File: src/rtl/sensor_cmd_pkg.sv
// Shared definitions for the sensor request scheduler: protocol codes,
// FSM state encoding and the single-entry sample cache layout.
package sensor_cmd_pkg;

  localparam logic [7:0] REQ_STATUS = 8'h03;
  localparam logic [7:0] REQ_TEMP   = 8'h04;
  localparam logic [7:0] REQ_HUM    = 8'h05;

  localparam logic [7:0] RSP_STATUS_OK = 8'h08;
  localparam logic [7:0] RSP_TEMP      = 8'h09;
  localparam logic [7:0] RSP_HUM       = 8'h0A;
  localparam logic [7:0] RSP_FAULT     = 8'h1F;
  localparam logic [7:0] RSP_BAD_ADDR  = 8'hFE;
  localparam logic [7:0] RSP_UNKNOWN   = 8'hFF;

  typedef enum logic [3:0] {
    ST_IDLE,
    ST_GET_CMD,
    ST_DECODE,
    ST_START,
    ST_WAIT_SENSOR,
    ST_BUILD,
    ST_SEND0,
    ST_HOLD0,
    ST_SEND1,
    ST_HOLD1
  } state_t;

  // The checksum is kept with the frame so the encoder can judge it later;
  // fault records bus errors and timeouts.
  typedef struct packed {
    logic       valid;
    logic       fault;
    logic [7:0] addr;
    logic [7:0] hum_int;
    logic [7:0] hum_float;
    logic [7:0] temp_int;
    logic [7:0] temp_float;
    logic [7:0] crc;
  } cache_entry_t;

  function automatic logic [7:0] frame_sum(input logic [7:0] a, input logic [7:0] b,
                                           input logic [7:0] c, input logic [7:0] d);
    return a + b + c + d;
  endfunction

endpackage

File: src/rtl/sensor_request_scheduler_if.sv
// Bundle of the UART, sensor-reader and transmitter signals seen by the scheduler.
interface sensor_request_scheduler_if;
  logic       i_rx_valid;
  logic [7:0] i_rx_data;
  logic [7:0] o_sensor_addr;
  logic       o_sensor_start;
  logic       i_sensor_done;
  logic       i_sensor_error;
  logic [7:0] i_hum_int;
  logic [7:0] i_hum_float;
  logic [7:0] i_temp_int;
  logic [7:0] i_temp_float;
  logic [7:0] i_crc;
  logic [7:0] o_tx_data;
  logic       o_tx_start;
  logic       i_tx_busy;
  logic       o_busy;

  modport master (
    input  i_rx_valid, i_rx_data, i_sensor_done, i_sensor_error,
           i_hum_int, i_hum_float, i_temp_int, i_temp_float, i_crc, i_tx_busy,
    output o_sensor_addr, o_sensor_start, o_tx_data, o_tx_start, o_busy
  );

  modport slave (
    output i_rx_valid, i_rx_data, i_sensor_done, i_sensor_error,
           i_hum_int, i_hum_float, i_temp_int, i_temp_float, i_crc, i_tx_busy,
    input  o_sensor_addr, o_sensor_start, o_tx_data, o_tx_start, o_busy
  );
endinterface

File: src/rtl/sensor_resp_encoder.sv
// Turns a request code plus the cached sample into the two response bytes.
module sensor_resp_encoder
  import sensor_cmd_pkg::*;
(
  input  logic [7:0] req_code,
  input  logic       bad_addr,
  input  logic       fault,
  input  logic [7:0] hum_int,
  input  logic [7:0] hum_float,
  input  logic [7:0] temp_int,
  input  logic [7:0] temp_float,
  input  logic [7:0] crc,
  output logic [7:0] byte0,
  output logic [7:0] byte1
);

  logic bad_sample;

  // NOTE: every output gets a default before the case so no latch is inferred.
  always_comb begin
    bad_sample = fault || (frame_sum(hum_int, hum_float, temp_int, temp_float) != crc);
    byte0 = RSP_UNKNOWN;
    byte1 = 8'h00;
    if (bad_addr) begin
      byte0 = RSP_BAD_ADDR;
    end else begin
      case (req_code)
        REQ_STATUS: byte0 = bad_sample ? RSP_FAULT : RSP_STATUS_OK;
        REQ_TEMP: if (bad_sample) byte0 = RSP_FAULT;
                  else begin byte0 = RSP_TEMP; byte1 = temp_int; end
        REQ_HUM:  if (bad_sample) byte0 = RSP_FAULT;
                  else begin byte0 = RSP_HUM; byte1 = hum_int; end
        default:  byte0 = RSP_UNKNOWN;
      endcase
    end
  end

endmodule

File: src/rtl/sensor_request_scheduler.sv
// Parses two-byte UART sensor queries, refreshes a one-entry cache from the
// sensor reader when stale, and sends the two-byte answer to the transmitter.
module sensor_request_scheduler
  import sensor_cmd_pkg::*;
#(
  parameter int unsigned CLK_HZ         = 50_000_000,
  parameter int unsigned READ_INTERVAL  = CLK_HZ,
  parameter int unsigned SENSOR_TIMEOUT = CLK_HZ / 10,
  parameter int unsigned RX_TIMEOUT     = CLK_HZ / 100,
  parameter int unsigned N_SENSORS      = 32
) (
  input logic                        clock,
  input logic                        reset_n,
  sensor_request_scheduler_if.master bus
);

  state_t       state, state_next;
  logic [7:0]   addr_q, code_q, resp0, resp1;
  logic [31:0]  timer, age;
  cache_entry_t cache;
  logic         bad_addr, code_known, hit, sensor_timeout, read_done;
  logic [7:0]   enc_byte0, enc_byte1;

  assign bad_addr       = 32'(addr_q) >= N_SENSORS;
  assign code_known     = code_q inside {REQ_STATUS, REQ_TEMP, REQ_HUM};
  assign hit            = cache.valid && (cache.addr == addr_q) && (age < READ_INTERVAL);
  assign sensor_timeout = (state == ST_WAIT_SENSOR) && !bus.i_sensor_done
                          && (timer == SENSOR_TIMEOUT - 1);
  assign read_done      = (state == ST_WAIT_SENSOR) && (bus.i_sensor_done || sensor_timeout);

  // NOTE: sequential state uses non-blocking assignments so every register
  // samples the pre-edge values of the others.
  always_ff @(posedge clock or negedge reset_n) begin
    if (!reset_n) state <= ST_IDLE;
    else          state <= state_next;
  end

  always_comb begin
    state_next         = state;
    bus.o_sensor_start = 1'b0;
    bus.o_tx_start     = 1'b0;
    case (state)
      ST_IDLE:        if (bus.i_rx_valid) state_next = ST_GET_CMD;
      ST_GET_CMD:     if (bus.i_rx_valid) state_next = ST_DECODE;
                      else if (timer == RX_TIMEOUT - 1) state_next = ST_IDLE;
      ST_DECODE:      state_next = (bad_addr || !code_known || hit) ? ST_BUILD : ST_START;
      ST_START: begin
        bus.o_sensor_start = 1'b1;
        state_next         = ST_WAIT_SENSOR;
      end
      ST_WAIT_SENSOR: if (read_done) state_next = ST_BUILD;
      ST_BUILD:       state_next = ST_SEND0;
      ST_SEND0:       if (!bus.i_tx_busy) begin
                        bus.o_tx_start = 1'b1;
                        state_next     = ST_HOLD0;
                      end
      // The transmitter may raise busy a cycle late, so the first hold cycle
      // never looks at it.
      ST_HOLD0:       if (timer != 0 && !bus.i_tx_busy) state_next = ST_SEND1;
      ST_SEND1:       if (!bus.i_tx_busy) begin
                        bus.o_tx_start = 1'b1;
                        state_next     = ST_HOLD1;
                      end
      ST_HOLD1:       if (timer != 0 && !bus.i_tx_busy) state_next = ST_IDLE;
      default:        state_next = ST_IDLE;
    endcase
  end

  // NOTE: the cache is a single register entry, not a memory array, so it is
  // reset like any other state and comes up invalid.
  always_ff @(posedge clock or negedge reset_n) begin
    if (!reset_n) begin
      addr_q <= '0;
      code_q <= '0;
      timer  <= '0;
      cache  <= '0;
      age    <= READ_INTERVAL;
      resp0  <= '0;
      resp1  <= '0;
    end else begin
      timer <= (state_next != state || state == ST_IDLE) ? '0 : timer + 32'd1;
      if (state == ST_IDLE && bus.i_rx_valid)    addr_q <= bus.i_rx_data;
      if (state == ST_GET_CMD && bus.i_rx_valid) code_q <= bus.i_rx_data;
      if (read_done) begin
        cache.valid <= 1'b1;
        cache.addr  <= addr_q;
        age         <= '0;
        if (bus.i_sensor_done) begin
          cache.fault      <= bus.i_sensor_error;
          cache.hum_int    <= bus.i_hum_int;
          cache.hum_float  <= bus.i_hum_float;
          cache.temp_int   <= bus.i_temp_int;
          cache.temp_float <= bus.i_temp_float;
          cache.crc        <= bus.i_crc;
        end else begin
          cache.fault      <= 1'b1;
          cache.hum_int    <= '0;
          cache.hum_float  <= '0;
          cache.temp_int   <= '0;
          cache.temp_float <= '0;
          cache.crc        <= '0;
        end
      end else if (age < READ_INTERVAL) begin
        age <= age + 32'd1;
      end
      if (state == ST_BUILD) begin
        resp0 <= enc_byte0;
        resp1 <= enc_byte1;
      end
    end
  end

  sensor_resp_encoder u_encoder (
    .req_code   (code_q),
    .bad_addr   (bad_addr),
    .fault      (cache.fault),
    .hum_int    (cache.hum_int),
    .hum_float  (cache.hum_float),
    .temp_int   (cache.temp_int),
    .temp_float (cache.temp_float),
    .crc        (cache.crc),
    .byte0      (enc_byte0),
    .byte1      (enc_byte1)
  );

  always_comb begin
    bus.o_tx_data = 8'h00;
    if (state == ST_SEND0 || state == ST_HOLD0)      bus.o_tx_data = resp0;
    else if (state == ST_SEND1 || state == ST_HOLD1) bus.o_tx_data = resp1;
  end

  assign bus.o_sensor_addr = (state == ST_START || state == ST_WAIT_SENSOR) ? addr_q : 8'h00;
  assign bus.o_busy        = (state != ST_IDLE);

endmodule

File: src/flat_wrapper.sv
// flat-port wrapper written by rule: the top's interface ports become plain ports
module sensor_request_scheduler_flat import sensor_cmd_pkg::*;
#(
  parameter int unsigned CLK_HZ         = 50_000_000,
  parameter int unsigned READ_INTERVAL  = CLK_HZ,
  parameter int unsigned SENSOR_TIMEOUT = CLK_HZ / 10,
  parameter int unsigned RX_TIMEOUT     = CLK_HZ / 100,
  parameter int unsigned N_SENSORS      = 32
)
  (clock, reset_n, bus_i_rx_valid, bus_i_rx_data, bus_i_sensor_done, bus_i_sensor_error, bus_i_hum_int, bus_i_hum_float, bus_i_temp_int, bus_i_temp_float, bus_i_crc, bus_i_tx_busy, bus_o_sensor_addr, bus_o_sensor_start, bus_o_tx_data, bus_o_tx_start, bus_o_busy);
  sensor_request_scheduler_if bus_i ();
  input logic clock;
  input logic reset_n;
  input wire logic [$bits(bus_i.i_rx_valid)-1:0] bus_i_rx_valid;
  input wire logic [$bits(bus_i.i_rx_data)-1:0] bus_i_rx_data;
  input wire logic [$bits(bus_i.i_sensor_done)-1:0] bus_i_sensor_done;
  input wire logic [$bits(bus_i.i_sensor_error)-1:0] bus_i_sensor_error;
  input wire logic [$bits(bus_i.i_hum_int)-1:0] bus_i_hum_int;
  input wire logic [$bits(bus_i.i_hum_float)-1:0] bus_i_hum_float;
  input wire logic [$bits(bus_i.i_temp_int)-1:0] bus_i_temp_int;
  input wire logic [$bits(bus_i.i_temp_float)-1:0] bus_i_temp_float;
  input wire logic [$bits(bus_i.i_crc)-1:0] bus_i_crc;
  input wire logic [$bits(bus_i.i_tx_busy)-1:0] bus_i_tx_busy;
  output wire logic [$bits(bus_i.o_sensor_addr)-1:0] bus_o_sensor_addr;
  output wire logic [$bits(bus_i.o_sensor_start)-1:0] bus_o_sensor_start;
  output wire logic [$bits(bus_i.o_tx_data)-1:0] bus_o_tx_data;
  output wire logic [$bits(bus_i.o_tx_start)-1:0] bus_o_tx_start;
  output wire logic [$bits(bus_i.o_busy)-1:0] bus_o_busy;
  assign bus_i.i_rx_valid = bus_i_rx_valid;
  assign bus_i.i_rx_data = bus_i_rx_data;
  assign bus_i.i_sensor_done = bus_i_sensor_done;
  assign bus_i.i_sensor_error = bus_i_sensor_error;
  assign bus_i.i_hum_int = bus_i_hum_int;
  assign bus_i.i_hum_float = bus_i_hum_float;
  assign bus_i.i_temp_int = bus_i_temp_int;
  assign bus_i.i_temp_float = bus_i_temp_float;
  assign bus_i.i_crc = bus_i_crc;
  assign bus_i.i_tx_busy = bus_i_tx_busy;
  assign bus_o_sensor_addr = bus_i.o_sensor_addr;
  assign bus_o_sensor_start = bus_i.o_sensor_start;
  assign bus_o_tx_data = bus_i.o_tx_data;
  assign bus_o_tx_start = bus_i.o_tx_start;
  assign bus_o_busy = bus_i.o_busy;
  sensor_request_scheduler #(.CLK_HZ(CLK_HZ), .READ_INTERVAL(READ_INTERVAL), .SENSOR_TIMEOUT(SENSOR_TIMEOUT), .RX_TIMEOUT(RX_TIMEOUT), .N_SENSORS(N_SENSORS)) u_core (.clock(clock), .reset_n(reset_n), .bus(bus_i));
endmodule
File: config.mk
export PLATFORM = sky130hd
export DESIGN_NAME = sensor_request_scheduler_flat
export DESIGN_NICKNAME = d
export VERILOG_FILES = /design/src/rtl/sensor_cmd_pkg.sv /design/src/rtl/sensor_request_scheduler_if.sv /design/src/rtl/sensor_resp_encoder.sv /design/src/rtl/sensor_request_scheduler.sv /design/src/flat_wrapper.sv
export SDC_FILE = /design/constraint.sdc
export NUM_CORES = 1
export LEC_CHECK = 0
export CAP_MARGIN = 20
export CORE_ASPECT_RATIO = 0.6
export CORE_MARGIN = 5
export CORE_UTILIZATION = 48
export CTS_CLUSTER_SIZE = 28
export DETAILED_ROUTE_END_ITERATION = 7
export PLACE_DENSITY = 0.69
export SLEW_MARGIN = 10
export SYNTH_ARGS = -nofsm -noshare
export SYNTH_HDL_FRONTEND = slang
export SYNTH_SLANG_ARGS = --single-unit
File: constraint.sdc
create_clock -name clock -period 4.85 [get_ports clock]
set_input_delay 0.485 -clock clock [delete_from_list [all_inputs] [get_ports clock]]
set_output_delay 0.485 -clock clock [all_outputs]
set_load 0.01 [all_outputs]
After elaboration in Yosys (flattened, before gate mapping)
Index checks and enable logic that the tools add are counted.

word-level totals
  ROM bits = 0
  memories = 0
  bits in writable memories = 0
  register bits = 150
  output and inout bits = 19
  input port bits = 54
  logic and storage cells = 94
  bits in latches = 0

operators by class
  add/sub/neg operators = 5
  $mul = 0
  shifts and indexed selects = 0
  reduce and logical (&&, ||, !) cells = 25
  divide/modulo/power cells = 0
  equal/unequal tests = 17
  bitwise gates (word level) = 0
  muxes and demuxes = 30
  order comparisons = 2

operator list
  kind                                                                     number
  32-bit 2-to-1 mux                                                        3
  32-bit by 1-bit adder with 32-bit output, second input constant          2
  8-bit 2-to-1 mux                                                         7
  40-bit 2-to-1 mux                                                        1
  4-bit case mux with 10 select lines                                      1
  32-bit by 19-bit equality test with 1-bit output, second input constant  1
  32-bit by 23-bit equality test with 1-bit output, second input constant  1
  32-bit by 26-bit < comparator with 1-bit output, second input constant   1
  4-bit 2-to-1 mux                                                         8
  32-bit nonzero test                                                      1
  8-bit adder                                                              3
  8-bit case mux with 3 select lines                                       1
  4-bit by 3-bit equality test with 1-bit output, second input constant    4
  8-bit by 3-bit equality test with 1-bit output, second input constant    2
  8-bit case mux with 2 select lines                                       1
  5-bit 2-to-1 mux                                                         3
  4-bit by 2-bit equality test with 1-bit output, second input constant    2
  4-bit equality test, second input constant                               2
  8-bit by 2-bit equality test with 1-bit output, second input constant    1
  8-bit equality test                                                      1
  8-bit by 6-bit >= comparator with 1-bit output, second input constant    1
  1-bit logical AND                                                        8
  1-bit logical OR                                                         8
  8-bit inequality test                                                    1
  10 further kinds                                                         15

Longest topological paths before layout
  depth after elaboration = 10
  gate-level depth with buffers = 13
  mapped depth without buffers = 12

By module
From an unflattened synthesis, not the netlist that was laid out.

second synthesis, totals
  cell total of the unflattened synthesis = 752
  area total of the unflattened synthesis = 8030.2 sq um

modules (own cells, without submodules)
  module                    area each (sq um)  sequential area each (sq um)  times used  cells each
  sensor_request_scheduler  7094.3             3768.6                        1           650
  sensor_resp_encoder       935.9              0.0                           1           102

Least setup slack after synthesis
No wires, ideal clock.

  path kind = flip-flop to flip-flop
  from = register u_core.cache[9] (netlist name)
  to = register u_core.resp1[0]
  setup time = 0.083 ns
  cell stages (with the launch flop) = 13
  setup slack = 1.362 ns
  clock period less this slack = 3.488 ns
  arrival time = 3.405 ns
  path buffers = 1
  required time = 4.767 ns
  cells stage by stage = dfrtp_1 fa_1 inv_1 fa_1 inv_1 ha_1 fa_1 xor2_1 nor4_1 nand4_1 or4_1 clkbuf_1 o21ai_0

between the ends
  longest elaborated chain between the ends = 6

ends and longest elaborated chain
  item                                        RTL line                                              RTL
  8-bit adder (*)                             sensor_cmd_pkg.sv:44                                  return a + b + c + d;
  8-bit inequality test (*)                   sensor_resp_encoder.sv:21                             bad_sample = fault || (frame_sum(hum_int, hum_float, temp_int, temp_float) != crc);
  1-bit logical OR (*)                        sensor_resp_encoder.sv:21
  8-bit 2-to-1 mux, on equally long branches  sensor_resp_encoder.sv:31, sensor_resp_encoder.sv:29
  8-bit case mux with 2 select lines (*)      sensor_resp_encoder.sv:27                             case (req_code)
  8-bit 2-to-1 mux (*)                        sensor_resp_encoder.sv:24                             if (bad_addr) begin
  end signal: assignment                      sensor_request_scheduler.sv:108                       resp1 <= enc_byte1;
  end: declaration                            sensor_request_scheduler.sv:18                        logic [7:0] addr_q, code_q, resp0, resp1;

Mark *: on every way between the ends. The rest lies on a longest branch, timed or not.
A chain may end at the register's enable or synchronous reset.

Final worst setup path
  from = register u_core.cache[9] (netlist name)
  to = register u_core.resp1[3]

between the ends
  longest elaborated chain between the ends = 6

ends and longest elaborated chain
  item                                        RTL line
  8-bit adder (*)                             sensor_cmd_pkg.sv:44
  8-bit inequality test (*)                   sensor_resp_encoder.sv:21
  1-bit logical OR (*)                        sensor_resp_encoder.sv:21
  8-bit 2-to-1 mux, on equally long branches  sensor_resp_encoder.sv:31, sensor_resp_encoder.sv:29
  8-bit case mux with 2 select lines (*)      sensor_resp_encoder.sv:27
  8-bit 2-to-1 mux (*)                        sensor_resp_encoder.sv:24

Marked as above.

==> summary.md <==
| Metric | Value |
|---|---|
| Power Dens Cells | 667.3 nW/µm² |
| Rel. slew slack | 36.62% |
| Clock Latency Late Sink | 0.42 ns |
| H-tree levels | 4 |
| CTS Sinks | 147 |
| Synth Instances | 731 |
| Detail Route Antenna Nets | 0 |
| CP Data Required Time | 5.18 ns |
| Die Area | 18890 µm² |
| Highest Clock Rate | 261.5 MHz |
| FILL cells | 1331 |
| Syn_nets | 809 |
| Post-route DRC violation count | 0 |
| Total GRT Usage | 19.94% |
| DR vias | 5763 |
| Setup-failing EPs final | 0 |
| Min-delay worst type | primary input to async pin |
| Max-Cap Viols | 0 |
| Root buffer cell | clkbuf_16 |
| First-pass GRT wire length | 30.18 mm |
| Worst IR drop on VDD | 0.0004129 V |
| Crit. End Element | flop |
| Hold-fix buffers at CTS | 0 |
| Max clock buf depth | 2 |
| Dpl hpwl | 13.15 mm |
| Main synth FF type | dfrtp_1 |
| Most frequent cells in the layout | 135 x dfrtp_1, 71 x clkdlybuf4s50_1, 68 x nand2_1 |
| Vias in the first global route | 5783 |
| Cell variety after synth | 69 |
| Avg Cell Area, Syn | 10.61 µm² |
| Setup CP Type | flop to flop |
| Setup tns final | 0 ns |
| Number of diodes | 0 |
| EDFF count, synth | 0 |
| Post-route worst setup slack | 1.026 ns |
| Startpoint type of the worst setup path | flop |
| Status | completed |
| CTS buffer count | 17 |
| Die Wd | 174.1 µm |
| Layout cells sized above 1 | 12.36% |
| Vias per cell | 5.661 |
| Tmin final | 3.824 ns |
| I/O Pins | 73 |
| Static Leakage | 3.865 nW |
| Hold Fails Final Rpt | 0 |
| Final WL | 18.34 mm |
| Core area | 16040 µm² |
| Post-cts sizing count | 0 |
| Final net count | 874 |
| Critical path peak fanout | 8 |
| P&R area growth vs syn | 18.58% |
| Yosys warns | 0 |
| Worst path arrival time | 4.15 ns |
| Final worst path period share | 78.85% |
| Commonest non-fill, non-tap cell in the layout | dfrtp_1 |
| IO buf count | 72 |
| Cell row count | 36 |
| Largest net degree at the start of global routing | 102 |
| DR iter-0 viols | 459 |
| Starting density of the core | 48.38% |
| Final Slew Violations | 0 |
| Total global routing overflow | 0 |
| Drt pass-1 iters | 5 |
| Mapped Area | 7759 µm² |
| Sequential-to-total area share from yosys stat | 47.61% |
| Gpl congestion | 0.8857 |
| DIE HEIGHT | 108.5 µm |
| Wire per inst | 18.02 µm |
| Post-synthesis register bit count | 147 |
| Slew @ Worst Pin | 0.9507 ns |
| RSZ-0062 raised after global routing | no |
| Worst-path clk slew | 0.07 ns |
| Ys async rst share | 100.0% |
| Number of antenna violations at the first check in global routing | 0 |
| Worst-case clock skew | 0.01262 ns |
| CTS tree | yes |
| Post-CTS Setup Bufs | 0 |
| Pre-CTS worst setup slack | 1.061 ns |
## metal layers
metal	track usage [%]	share of wire [%]	routed length, µm	vias to the layer above
met1	31.28	52	9468	2878
met3	3.529	4.8	877	20
li1	-	-	-	2723
met4	4.912	0.89	164	0
met2	28.56	43	7830	142
met5	0	0	0	-
## final cells by class
| cell class | instances | area (µm²) | share of cell area [%] |
|---|---|---|---|
| tap | 209 | 261.5 | 2.842 |
| inverter | 25 | 93.84 | 1.020 |
| clock buffer | 17 | 425.4 | 4.624 |
| multi-input combinational | 527 | 3812 | 41.44 |
| timing repair buffer | 78 | 767.0 | 8.337 |
| sequential | 147 | 3694 | 40.15 |
| clock inverter | 15 | 146.4 | 1.591 |
## cells by family (layout without fill, tap and decap cells)
| group | after synthesis | after routing | share of synthesized area, % |
|---|---|---|---|
| XOR/XNOR | 77 | 77 | 8.692 |
| multiplexers | 25 | 25 | 3.499 |
| AND/OR/NAND/NOR | 279 | 279 | 20.06 |
| flip-flops | 147 | 147 | 47.61 |
| AO/OA/AOI/OAI | 122 | 122 | 11.66 |
| adder cells (fa/ha/maj) | 24 | 24 | 5.225 |
| buffers and inverters | 57 | 135 | 3.257 |
## worst max-delay path, stage by stage, from the launching register on
cell     delay [ns]
dfrtp_1        0.40
fa_1           0.55
inv_1          0.06
fa_1           0.50
inv_1          0.04
ha_1           0.22
fa_1           0.45
xor2_1         0.18
nor4_1         0.22
nand4_1        0.21
or4_1          0.67
o21ai_0        0.24
## Yosys cell counts (3+ instances only)
| cell | instances | area (µm²) |
|---|---|---|
| clkbuf_1 | 20 | 75.07 |
| nand2b_1 | 5 | 31.28 |
| a31oi_1 | 4 | 25.02 |
| xor2_1 | 26 | 227.7 |
| or4_1 | 5 | 37.54 |
| and4_1 | 5 | 43.79 |
| xnor2_1 | 51 | 446.7 |
| nor2b_1 | 11 | 68.82 |
| nor2_1 | 52 | 195.2 |
| nor4_4 | 3 | 63.81 |
| ha_1 | 10 | 125.1 |
| mux2_2 | 17 | 191.4 |
| inv_1 | 25 | 93.84 |
| nand3_1 | 25 | 125.1 |
| nor4_1 | 9 | 56.30 |
| nor3_2 | 11 | 110.1 |
| and3_1 | 7 | 43.79 |
| fa_1 | 14 | 280.3 |
| a21oi_1 | 28 | 140.1 |
| a22o_1 | 43 | 376.6 |
| and2_1 | 7 | 43.79 |
| mux2i_1 | 8 | 80.08 |
| nand4_1 | 16 | 100.1 |
| buf_6 | 3 | 33.78 |
| nor3_1 | 23 | 115.1 |
| o21ai_0 | 20 | 100.1 |
| o21a_1 | 3 | 22.52 |
| or3_1 | 8 | 50.05 |
| dfrtp_1 | 135 | 3378 |
| dfstp_2 | 12 | 315.3 |
| nor4b_1 | 4 | 35.03 |
| buf_2 | 7 | 35.03 |
| nand2_1 | 68 | 255.2 |
## state kept, by name, indices dropped and copies added, names as in the netlist
register	flops
u_core.addr_q	8
u_core.age	32
u_core.cache	50
u_core.code_q	8
u_core.resp0	5
u_core.resp1	8
u_core.state	4
u_core.timer	32
## where the power goes
group          switching, W  internal (W)
registers          0.000357       0.00156
clock network      0.000563      0.000721
logic               0.00160       0.00134
## path summary, 6_finish.rpt
kind                                    endpoint  slack, ns  cells past startpoint        startpoint
worst max-delay path             u_core.resp1[3]       1.03                     11   u_core.cache[9]
worst min-delay path            u_core.cache[34]       0.12                      1           reset_n
worst max register to register   u_core.resp1[3]       1.03                     11   u_core.cache[9]
worst min register to register  u_core.cache[49]       0.47                      1  u_core.cache[49]
max in group asynchronous        u_core.resp1[1]       3.59                      2           reset_n
min in group clock              u_core.cache[49]       0.47                      1  u_core.cache[49]
## stage by stage
stage                     instances  hold WS (ns)  area (µm²)  total power (W)  utilization (%)
after global placement          986        0.4501        8628         0.004746            53.81
final                          1018        0.1196        9200         0.006139            57.37
after CTS                      1018        0.1987        9200         0.006160            57.37
after global routing           1018        0.2381        9200         0.006559            57.37
after floorplan                 731        0.1894        7759         0.004038                -
after detailed placement        986        0.4593        8628         0.004844            53.81
No activity file was read; power rests on OpenSTA's default activity.
